[config.mk]
export PLATFORM = sky130hd
export DESIGN_NAME = rom_port_arbiter
export DESIGN_NICKNAME = d
export VERILOG_FILES = /design/src/rtl/rom_port_arbiter.sv
export SDC_FILE = /design/constraint.sdc
export NUM_CORES = 1
export LEC_CHECK = 0
export CAP_MARGIN = 20
export CORE_ASPECT_RATIO = 1.2
export CORE_UTILIZATION = 32
export CTS_CLUSTER_SIZE = 8
export DETAILED_ROUTE_END_ITERATION = 10
export MAX_ROUTING_LAYER = met4
export PLACE_DENSITY = 0.86
export SYNTH_ARGS = -nofsm -noshare
export SYNTH_HDL_FRONTEND = slang
export SYNTH_SLANG_ARGS = --single-unit
[constraint.sdc]
create_clock -name clk -period 4 [get_ports clk]
set_input_delay 0.4 -clock clk [delete_from_list [all_inputs] [get_ports clk]]
set_output_delay 0.4 -clock clk [all_outputs]
set_load 0.005 [all_outputs]
[src/rtl/rom_port_arbiter.sv]
// Arbitrates the single-port instruction ROM between instruction fetch (IF) and data loads (LD).
// Optional round-robin arbitration is enabled by defining ROM_ARB_RR_EN.
module rom_port_arbiter #(
    parameter int unsigned ADDR_W     = 16,
    parameter int unsigned STARVE_MAX = 4
) (
    input  logic              clk,
    input  logic              reset,
    input  logic              if_req_valid,
    input  logic [ADDR_W-1:0] if_req_addr,
    output logic              if_req_ready,
    input  logic              if_flush,
    output logic              if_rsp_valid,
    output logic [31:0]       if_rsp_data,
    input  logic              ld_req_valid,
    input  logic [ADDR_W-1:0] ld_req_addr,
    output logic              ld_req_ready,
    output logic              ld_rsp_valid,
    output logic [31:0]       ld_rsp_data,
    output logic [ADDR_W-1:0] rom_address,
    input  logic [31:0]       rom_data
);

    typedef enum logic [1:0] {
        OWN_NONE = 2'd0,
        OWN_IF   = 2'd1,
        OWN_LD   = 2'd2
    } owner_e;

    owner_e            rsp_owner_q, rsp_owner_d;
    logic [ADDR_W-1:0] addr_hold_q, addr_hold_d;
    logic              if_grant, ld_grant;

`ifdef ROM_ARB_RR_EN
    typedef enum logic {
        GNT_IF = 1'b0,
        GNT_LD = 1'b1
    } gnt_e;

    gnt_e last_grant_q, last_grant_d;
`else
    localparam int unsigned CNT_W = $clog2(STARVE_MAX + 1);

    logic [CNT_W-1:0] starve_cnt_q, starve_cnt_d;
`endif

    // State registers
    always_ff @(posedge clk or posedge reset) begin
        if (reset) begin
            rsp_owner_q  <= OWN_NONE;
            addr_hold_q  <= '0;
`ifdef ROM_ARB_RR_EN
            last_grant_q <= GNT_IF;
`else
            starve_cnt_q <= '0;
`endif
        end else begin
            rsp_owner_q  <= rsp_owner_d;
            addr_hold_q  <= addr_hold_d;
`ifdef ROM_ARB_RR_EN
            last_grant_q <= last_grant_d;
`else
            starve_cnt_q <= starve_cnt_d;
`endif
        end
    end

    // Grant selection and next-state
    always_comb begin
        if_grant    = 1'b0;
        ld_grant    = 1'b0;
        rsp_owner_d = OWN_NONE;
        addr_hold_d = addr_hold_q;
`ifdef ROM_ARB_RR_EN
        last_grant_d = last_grant_q;
`else
        starve_cnt_d = '0;
`endif

        if (!reset) begin
            if (if_req_valid && ld_req_valid) begin
`ifdef ROM_ARB_RR_EN
                if (last_grant_q == GNT_IF) ld_grant = 1'b1;
                else                        if_grant = 1'b1;
`else
                if (starve_cnt_q == CNT_W'(STARVE_MAX)) ld_grant = 1'b1;
                else                                    if_grant = 1'b1;
`endif
            end else begin
                if_grant = if_req_valid;
                ld_grant = ld_req_valid;
            end
        end

        if (if_grant) begin
            rsp_owner_d = OWN_IF;
            addr_hold_d = if_req_addr;
        end else if (ld_grant) begin
            rsp_owner_d = OWN_LD;
            addr_hold_d = ld_req_addr;
        end

        // A flush only cancels an IF word not re-launched this cycle; with single-cycle latency none remains
        if (if_flush && !if_grant && rsp_owner_d == OWN_IF) rsp_owner_d = OWN_NONE;

`ifdef ROM_ARB_RR_EN
        if (if_grant) last_grant_d = GNT_IF;
        if (ld_grant) last_grant_d = GNT_LD;
`else
        if (ld_req_valid && !ld_grant) begin
            if (starve_cnt_q != CNT_W'(STARVE_MAX)) starve_cnt_d = starve_cnt_q + CNT_W'(1);
            else                                    starve_cnt_d = starve_cnt_q;
        end
`endif
    end

    assign if_req_ready = if_grant;
    assign ld_req_ready = ld_grant;
    assign rom_address  = if_grant ? if_req_addr : (ld_grant ? ld_req_addr : addr_hold_q);

    // Route the word returned this cycle to whichever port launched it
    assign if_rsp_valid = (rsp_owner_q == OWN_IF);
    assign ld_rsp_valid = (rsp_owner_q == OWN_LD);
    assign if_rsp_data  = if_rsp_valid ? rom_data : 32'h0;
    assign ld_rsp_data  = ld_rsp_valid ? rom_data : 32'h0;

endmodule

==> results by group, run 1 <==
Floorplanning
  • Chip width: 66.0 um
  • # rows: 27
  • Initial Util: 0.338
  • Die area: 5200 um^2
  • Die Y: 78.8 um
  • Core Box Area: 4660 um^2
  • Top Ports: 153

Power and ir drop
  • Pint: 0.000489 W
  • Switching share of power: 0.271
  • Pleak: 1.23 nW
  • Pwr/cell area: 214 nW/um^2
  • Sw power: 0.000182 W
  • VDD IR-drop max: 0.000251 V
  • Sequential share of power: 0.369
  • Clk network pwr share: 0.212
  • Comb power frac: 0.419

Logic synthesis
  • Yosys warnings: 0
  • Area leader, netlist: dfrtp_1
  • Synthesized area: 1570 um^2
  • Syn_area_per_cell: 8.79 um^2
  • #FFs+latches synth: 21
  • Ranking of synthesized cells by area: dfrtp_1 (33%), and2_1 (25%), a2bb2oi_1 (8.9%)
  • Top cells by count, synth: and2_1 (64), dfrtp_1 (21), o21ai_0 (17)
  • Prevailing post-synth register cell: dfrtp_1
  • Post-synth cell types: 23
  • Synth top area share: 0.334
  • Most frequent cell after synthesis: and2_1
  • Mapped Nets: 250
  • Sequential area share after synthesis: 0.334
  • Post-synth ARST share: 1.00
  • Post-synthesis instance total: 179
  • Post-synth EDFFs: 0

Worst setup path
  • Critical Path RT: 3600 ps
  • Crit Path Category: in -> out
  • Top Family by Delay on Critical Path: buffers and inverters
  • Critical path fanouts, max: 18
  • Crit path buf inv count: 2
  • Crit-path max cell delay: 560 ps
  • Crit. End Element: primary output
  • Most used cell, CP: clkdlybuf4s50_1
  • Crit path launch type: primary input
  • Crit path cell chain: clkdlybuf4s50_1 -> nand2b_1 -> o21ai_0 -> a2bb2oi_1 -> clkdlybuf4s50_1
  • CP max stage cell: clkdlybuf4s50_1
  • Crit path DAT: 2470 ps

Flow run
  • Max_cap viols: 0

Final layout
  • Layout cells sized above 1: 0.0404
  • N_diodes: 0
  • NumNets Final: 394
  • FILL cells: 421
  • Multi-input gate area in the final layout: 926 um^2
  • FF+latch area: 526 um^2
  • Area Overhead vs Synth: 99.5%
  • Finished Core Util: 0.674

STA
  • Endpoints failing hold: 0
  • Total negative slack: 0 ps
  • Max frequency: 348 MHz
  • Worst-Margin Slew: 817 ps
  • Setup-failing EPs final: 0
  • RSZ-0062 raised after global routing: false
  • Fin crit share: 0.718
  • Worst Skew: 3.34 ps
  • Slew Viols, Final: 0
  • Minimum clock period: 2870 ps
  • Slew HR: 0.455

Route
  • First DRT Iteration DRCs: 37
  • DRC Markers: 0
  • WL/cell: 15.8 um
  • Detail Route Antenna Nets: 0
  • Vias: 1871
  • WL final: 6010 um
  • DR vias/cell: 4.92
  • DRT Pass-1 Iters: 6

Clocking
  • Maximum clock insertion buffer count: 2
  • Root Buffer: clkbuf_8
  • Clk slew on worst S/H paths: 80 ps
  • Clock Latency Late Sink: 260 ps
  • # hold bufs at CTS: 0
  • CTS tree: yes
  • Post-CTS Resized: 0
  • Htree depth: 1
  • CTS Sinks: 21
  • Post-CTS Setup Bufs: 0
  • Inserted Clock Buffers: 3

Run status
  • Status: finished clean

Global route
  • Largest net degree at the start of global routing: 34
  • Gr usage total: 0.233
  • Vias in the first global route: 1822
  • GRT overflow: 0
  • Global-route wire length before repair: 9050 um
  • Initial antenna violation count: 0

Place
  • GP Congestion: 0.792
  • Dpl hpwl: 4810 um
  • IO buf count: 151

Min path
  • Worst hold path class: reg -> reg
layout by cell type (no fill, tap or decap):
cell type and instances:
nand2_4 1, a21boi_4 1, nand2b_1 1, o21ai_0 17, inv_1 5, a21bo_2 1
ha_1 2, nor2b_1 4, nand3_2 1, clkinvlp_4 1, buf_4 5, xnor2_1 1
clkbuf_8 3, dfrtp_1 21, a2bb2oi_1 16, a21oi_1 1, clkdlybuf4s50_1 151, nand3_1 1
nor3_1 1, nor2_1 5, nand2_1 3, a32oi_1 16, and2_1 64
cell families after synthesis:
logic type | count (synthesis) | share of synthesized area
simple gates | 81 | 0.313
compound gates | 52 | 0.254
buf+inv | 22 | 0.0779
flops | 21 | 0.334
fa+ha+maj | 2 | 0.0159
xor+xnor | 1 | 0.00557
power groups by stage:
| stage | clock, W | combinational (W) | sequential, W |
|---|---|---|---|
| floorplan | 0 | 0.000107 | 0.000249 |
| global placement | 0 | 0.000277 | 0.000250 |
| detailed placement | 0 | 0.000282 | 0.000252 |
| CTS | 0.000145 | 0.000284 | 0.000247 |
| global route | 0.000155 | 0.000305 | 0.000251 |
| finish | 0.000143 | 0.000281 | 0.000248 |
routing by layer:
| layer | GRT usage | routed length, um | up-vias |
|---|---|---|---|
| met4 | 0.0532 | 87 | 0 |
| li1 | - | - | 911 |
| met5 | - | 0 | - |
| met3 | 0.0848 | 716 | 8 |
| met1 | 0.229 | 2070 | 843 |
| met2 | 0.430 | 3130 | 109 |
path summary, 6_finish.rpt:
path / endpoint / cells past startpoint / startpoint / slack [ps]
max: rom_address[8] / 5 / reset / 1130
min: addr_hold_q[13] / 2 / addr_hold_q[13] / 540
max in group asynchronous: addr_hold_q[13] / 2 / reset / 2780
min reg2reg: addr_hold_q[13] / 2 / addr_hold_q[13] / 540
max reg2reg: starve_cnt_q[2] / 5 / starve_cnt_q[0] / 2290
min in group asynchronous: addr_hold_q[5] / 2 / reset / 700
layout make-up:
class,instances,area share
clock buffer,3,0.0131
sequential,21,0.167
inverter,5,0.00598
multi-input combinational,136,0.295
clock inverter,1,0.00239
tap,58,0.0231
timing repair buffer,156,0.493
state kept, by name, indices dropped and copies added (netlist names):
| register | count |
|---|---|
| starve_cnt_q | 3 |
| rsp_owner_q | 2 |
| addr_hold_q | 16 |
worst register-to-register path: stages, from the launching register on:
cell and delay (ps):
dfrtp_1 390, inv_1 60, ha_1 290, a21boi_4 440, o21ai_0 230, nor3_1 220
stage by stage:
step	hold WS, ps	setup slack, ps	cells	power (W)	instance area (um^2)
after floorplan	377	2220	179	0.000356	1570
after global placement	524	1180	376	0.000527	3090
after detailed placement	530	1120	376	0.000534	3090
after CTS	543	1100	380	0.000676	3140
after global routing	579	926	380	0.000711	3140
final	537	1130	380	0.000671	3140
Power figures use the tool's default switching activity.
==> run 2: changes to the inputs <==
CORE_UTILIZATION = 27   (was 32)
PLACE_DENSITY = 0.77   (was 0.86)
clock period = 2.35 ns   (was 4 ns; I/O delays follow)
==> run 2 against run 1 <==
Net effect:
- the flow now finishes with violations (setup timing)
- sequential cell count stayed put
- critical path depth is 2 higher
- register-to-register slack worse by 1700 ps
- first-iteration DRC count is 27% higher
- wire length is 9.7% higher
- combinational power is 99% higher
- final cell count is 5.8% higher
- via count is 7.3% higher
- sequential power is 71% higher
- largest cell class unchanged
- count of clock-buffer cells in the layout stayed put
- global-route usage is 2.4 points lower
==> results by group, run 2 (same netlist as run 1, synthesis figures left out) <==
Route
  • DRT Pass-1 Iters: 6 (unchanged)
  • Vias: 2007 (+7.3%)
  • DRC Markers: 0 (unchanged)
  • DR vias/cell: 4.99 (+1.4%)
  • Detail Route Antenna Nets: 0 (unchanged)
  • WL final: 6590 um (+9.7%)
  • WL/cell: 16.4 um (+3.7%)
  • First DRT Iteration DRCs: 47 (+27%)

Global route
  • Gr usage total: 0.209 (-0.0242)
  • Vias in the first global route: 1947 (+6.9%)
  • Global-route wire length before repair: 9760 um (+7.9%)
  • GRT overflow: 0 (unchanged)
  • Largest net degree at the start of global routing: 34 (unchanged)
  • Initial antenna violation count: 0 (unchanged)

Place
  • IO buf count: 151 (unchanged)
  • Cells after DPL: 386 (+2.7%)
  • GP Congestion: 0.798 (+0.77%)
  • Dpl hpwl: 4710 um (-2.1%)

STA
  • Endpoints failing hold: 0 (unchanged)
  • Fin crit share: 1.01
  • Setup-failing EPs final: 1 (+1)
  • Minimum clock period: 2370 ps
  • Slew Viols, Final: 0 (unchanged)
  • Slew HR: 0.458 (+0.00310)
  • Max frequency: 422 MHz
  • Worst Skew: 2.98 ps (-0.366 ps)
  • RSZ-0062 raised after global routing: true
  • Total negative slack: -17.4 ps (-17.4 ps)
  • Final WS setup: -17.4 ps (-1150 ps)
  • Worst-Margin Slew: 812 ps (-4.64 ps)

Worst setup path
  • WP depth: 7 (+2)
  • Register-to-Register Setup Slack: 580 ps (-1710 ps)
  • Crit-path max cell delay: 460 ps (-100 ps)
  • Setup crit end: rom_address[3]
  • Reg2reg start: starve_cnt_q[1]
  • Top Family by Delay on Critical Path: buffers and inverters
  • Worst R2R End: addr_hold_q[7]
  • CP max stage cell: clkdlybuf4s50_1
  • Crit. End Element: primary output
  • CP Launch Point: starve_cnt_q[1]
  • Crit path DAT: 2130 ps (-340 ps)
  • Crit path cell chain: inv_2 -> ha_4 -> nand3_4 -> buf_8 -> a32oi_2 -> a2bb2oi_2 -> clkdlybuf4s50_1
  • Register-to-Register Path Depth: 8 (+3)
  • Critical path fanouts, max: 7 (-11)
  • Crit path buf inv count: 3 (+1)
  • Crit Path Category: reg -> out
  • Critical Path RT: 2120 ps (-1480 ps)
  • Crit path launch type: register

Clocking
  • CTS Sinks: 21 (unchanged)
  • CTS tree: yes
  • Htree depth: 1 (unchanged)
  • Root Buffer: clkbuf_8
  • Inserted Clock Buffers: 3 (unchanged)
  • Maximum clock insertion buffer count: 2 (unchanged)
  • # hold bufs at CTS: 0 (unchanged)
  • Clock Latency Late Sink: 260 ps (about the same)
  • Clk slew on worst S/H paths: 80 ps (about the same)

Floorplanning
  • Die area: 6140 um^2 (+18%)
  • Initial Util: 0.280 (-0.0581)
  • Die Y: 85.6 um (+8.6%)
  • Chip width: 71.7 um (+8.6%)
  • Core Box Area: 5630 um^2 (+21%)
  • # rows: 30 (+11%)
  • Top Ports: 153 (unchanged)

Min path
  • Worst hold path class: in -> async

Final layout
  • Largest registers: addr_hold_q: 16 flops, starve_cnt_q: 3 flops, rsp_owner_q: 2 flops
  • Finished Core Util: 0.638 (-0.0361)
  • Most frequent cells in the layout: clkdlybuf4s50_1 (137), and2_1 (64), dfrtp_1 (21), o21ai_0 (17), dlymetal6s2s_1 (14)
  • Area Overhead vs Synth: 128%
  • Layout cells sized above 1: 0.166 (+0.125)
  • N_diodes: 0 (unchanged)
  • Non-Filler Instances: 402 (+5.8%)
  • Largest Register: addr_hold_q
  • Max reg flops: 16 (unchanged)
  • Most common cell after layout, fill and taps aside: clkdlybuf4s50_1
  • NumNets Final: 410 (+4.1%)

Flow run
  • Max_cap viols: 0 (unchanged)

Power and ir drop
  • VDD IR-drop max: 0.000357 V (+42%)
  • Pleak: 1.47 nW (+20%)
  • Pwr/cell area: 341 nW/um^2 (+59%)
  • Total Power Consumption: 0.00122 W (+82%)

Run status
  • Status: finished, violations left
  • Failing checks: setup timing
[run 2: cell count changes in the layout (fill, tap and decap cells not counted), sizes merged]
| cell | before | now |
|---|---|---|
| dlymetal6s2s | 0 | 14 |
| buf | 5 | 18 |
| clkbuf | 3 | 4 |
| clkdlybuf4s50 | 151 | 137 |
| clkinv | 0 | 1 |
| clkinvlp | 1 | 0 |
| nand2 | 4 | 5 |
| a21bo | 1 | 2 |
[run 2: power breakdown]
group | internal (W) | total (W) | switching [W]
combinational | 0.000344 | 0.000558 | 0.000214
clock | 0.000118 | 0.000242 | 0.000124
sequential | 0.000408 | 0.000423 | 0.0000152
total | 0.000870 | 0.00122 | 0.000353
[run 2: stage by stage]
step / setup slack [ps] / hold WS (ps) / cell area, um^2
floorplan: 731 / 212 / 1570
global placement: 79.1 / 527 / 3140
detailed placement: 41.3 / 530 / 3140
CTS: 0.697 / 543 / 3300
global route: -122 / 564 / 3590
finish: -17.4 / 518 / 3590
[run 2: area by class of cell]
type                    instances  area [um^2]
fillers                       480         2040
repair buffers                170         1750
multi-input cells             138         1170
flip-flops and latches         21          526
well taps                      64         80.1
clock buffers                   3         41.3
inverters                       5         18.8
clock inverters                 1         5.00
[run 2: worst min path at each step]
stage	from	to	slack, ps
2_1_floorplan	reset	addr_hold_q[0]	210
3_3_place_gp	addr_hold_q[14]	addr_hold_q[14]	530
3_5_place_dp	addr_hold_q[12]	addr_hold_q[12]	530
4_1_cts	addr_hold_q[12]	addr_hold_q[12]	540
5_1_grt	if_req_addr[13]	addr_hold_q[13]	560
6_report	reset	addr_hold_q[15]	520
[run 2: layer usage]
layer / vias to the layer above / global-route usage / share of wire
met5: - / - / 0
met4: 0 / 0.0517 / 0.0096
met3: 7 / 0.0811 / 0.12
met2: 127 / 0.363 / 0.50
met1: 924 / 0.222 / 0.37
li1: 949 / - / -
[run 2: timing repair]
item,in CTS,in global routing
gates cloned,2,1
setup endpoints to repair,16,16
buffers inserted,2,7
gates resized for setup,11,41
pin swaps,3,4
[run 2: worst register-to-register path, stage by stage, from the launching register on]
cell and delay, ps:
dfrtp_1 410, inv_2 80, ha_4 200, nand3_4 220, buf_6 210, clkbuf_16 140, buf_4 130, a32oi_2 180
a2bb2oi_2 90
==> run 3: changes to the inputs <==
CAP_MARGIN = 30   (was 20)
==> results of run 3 <==
Final layout, timing and power as in run 2 (identical DEF).
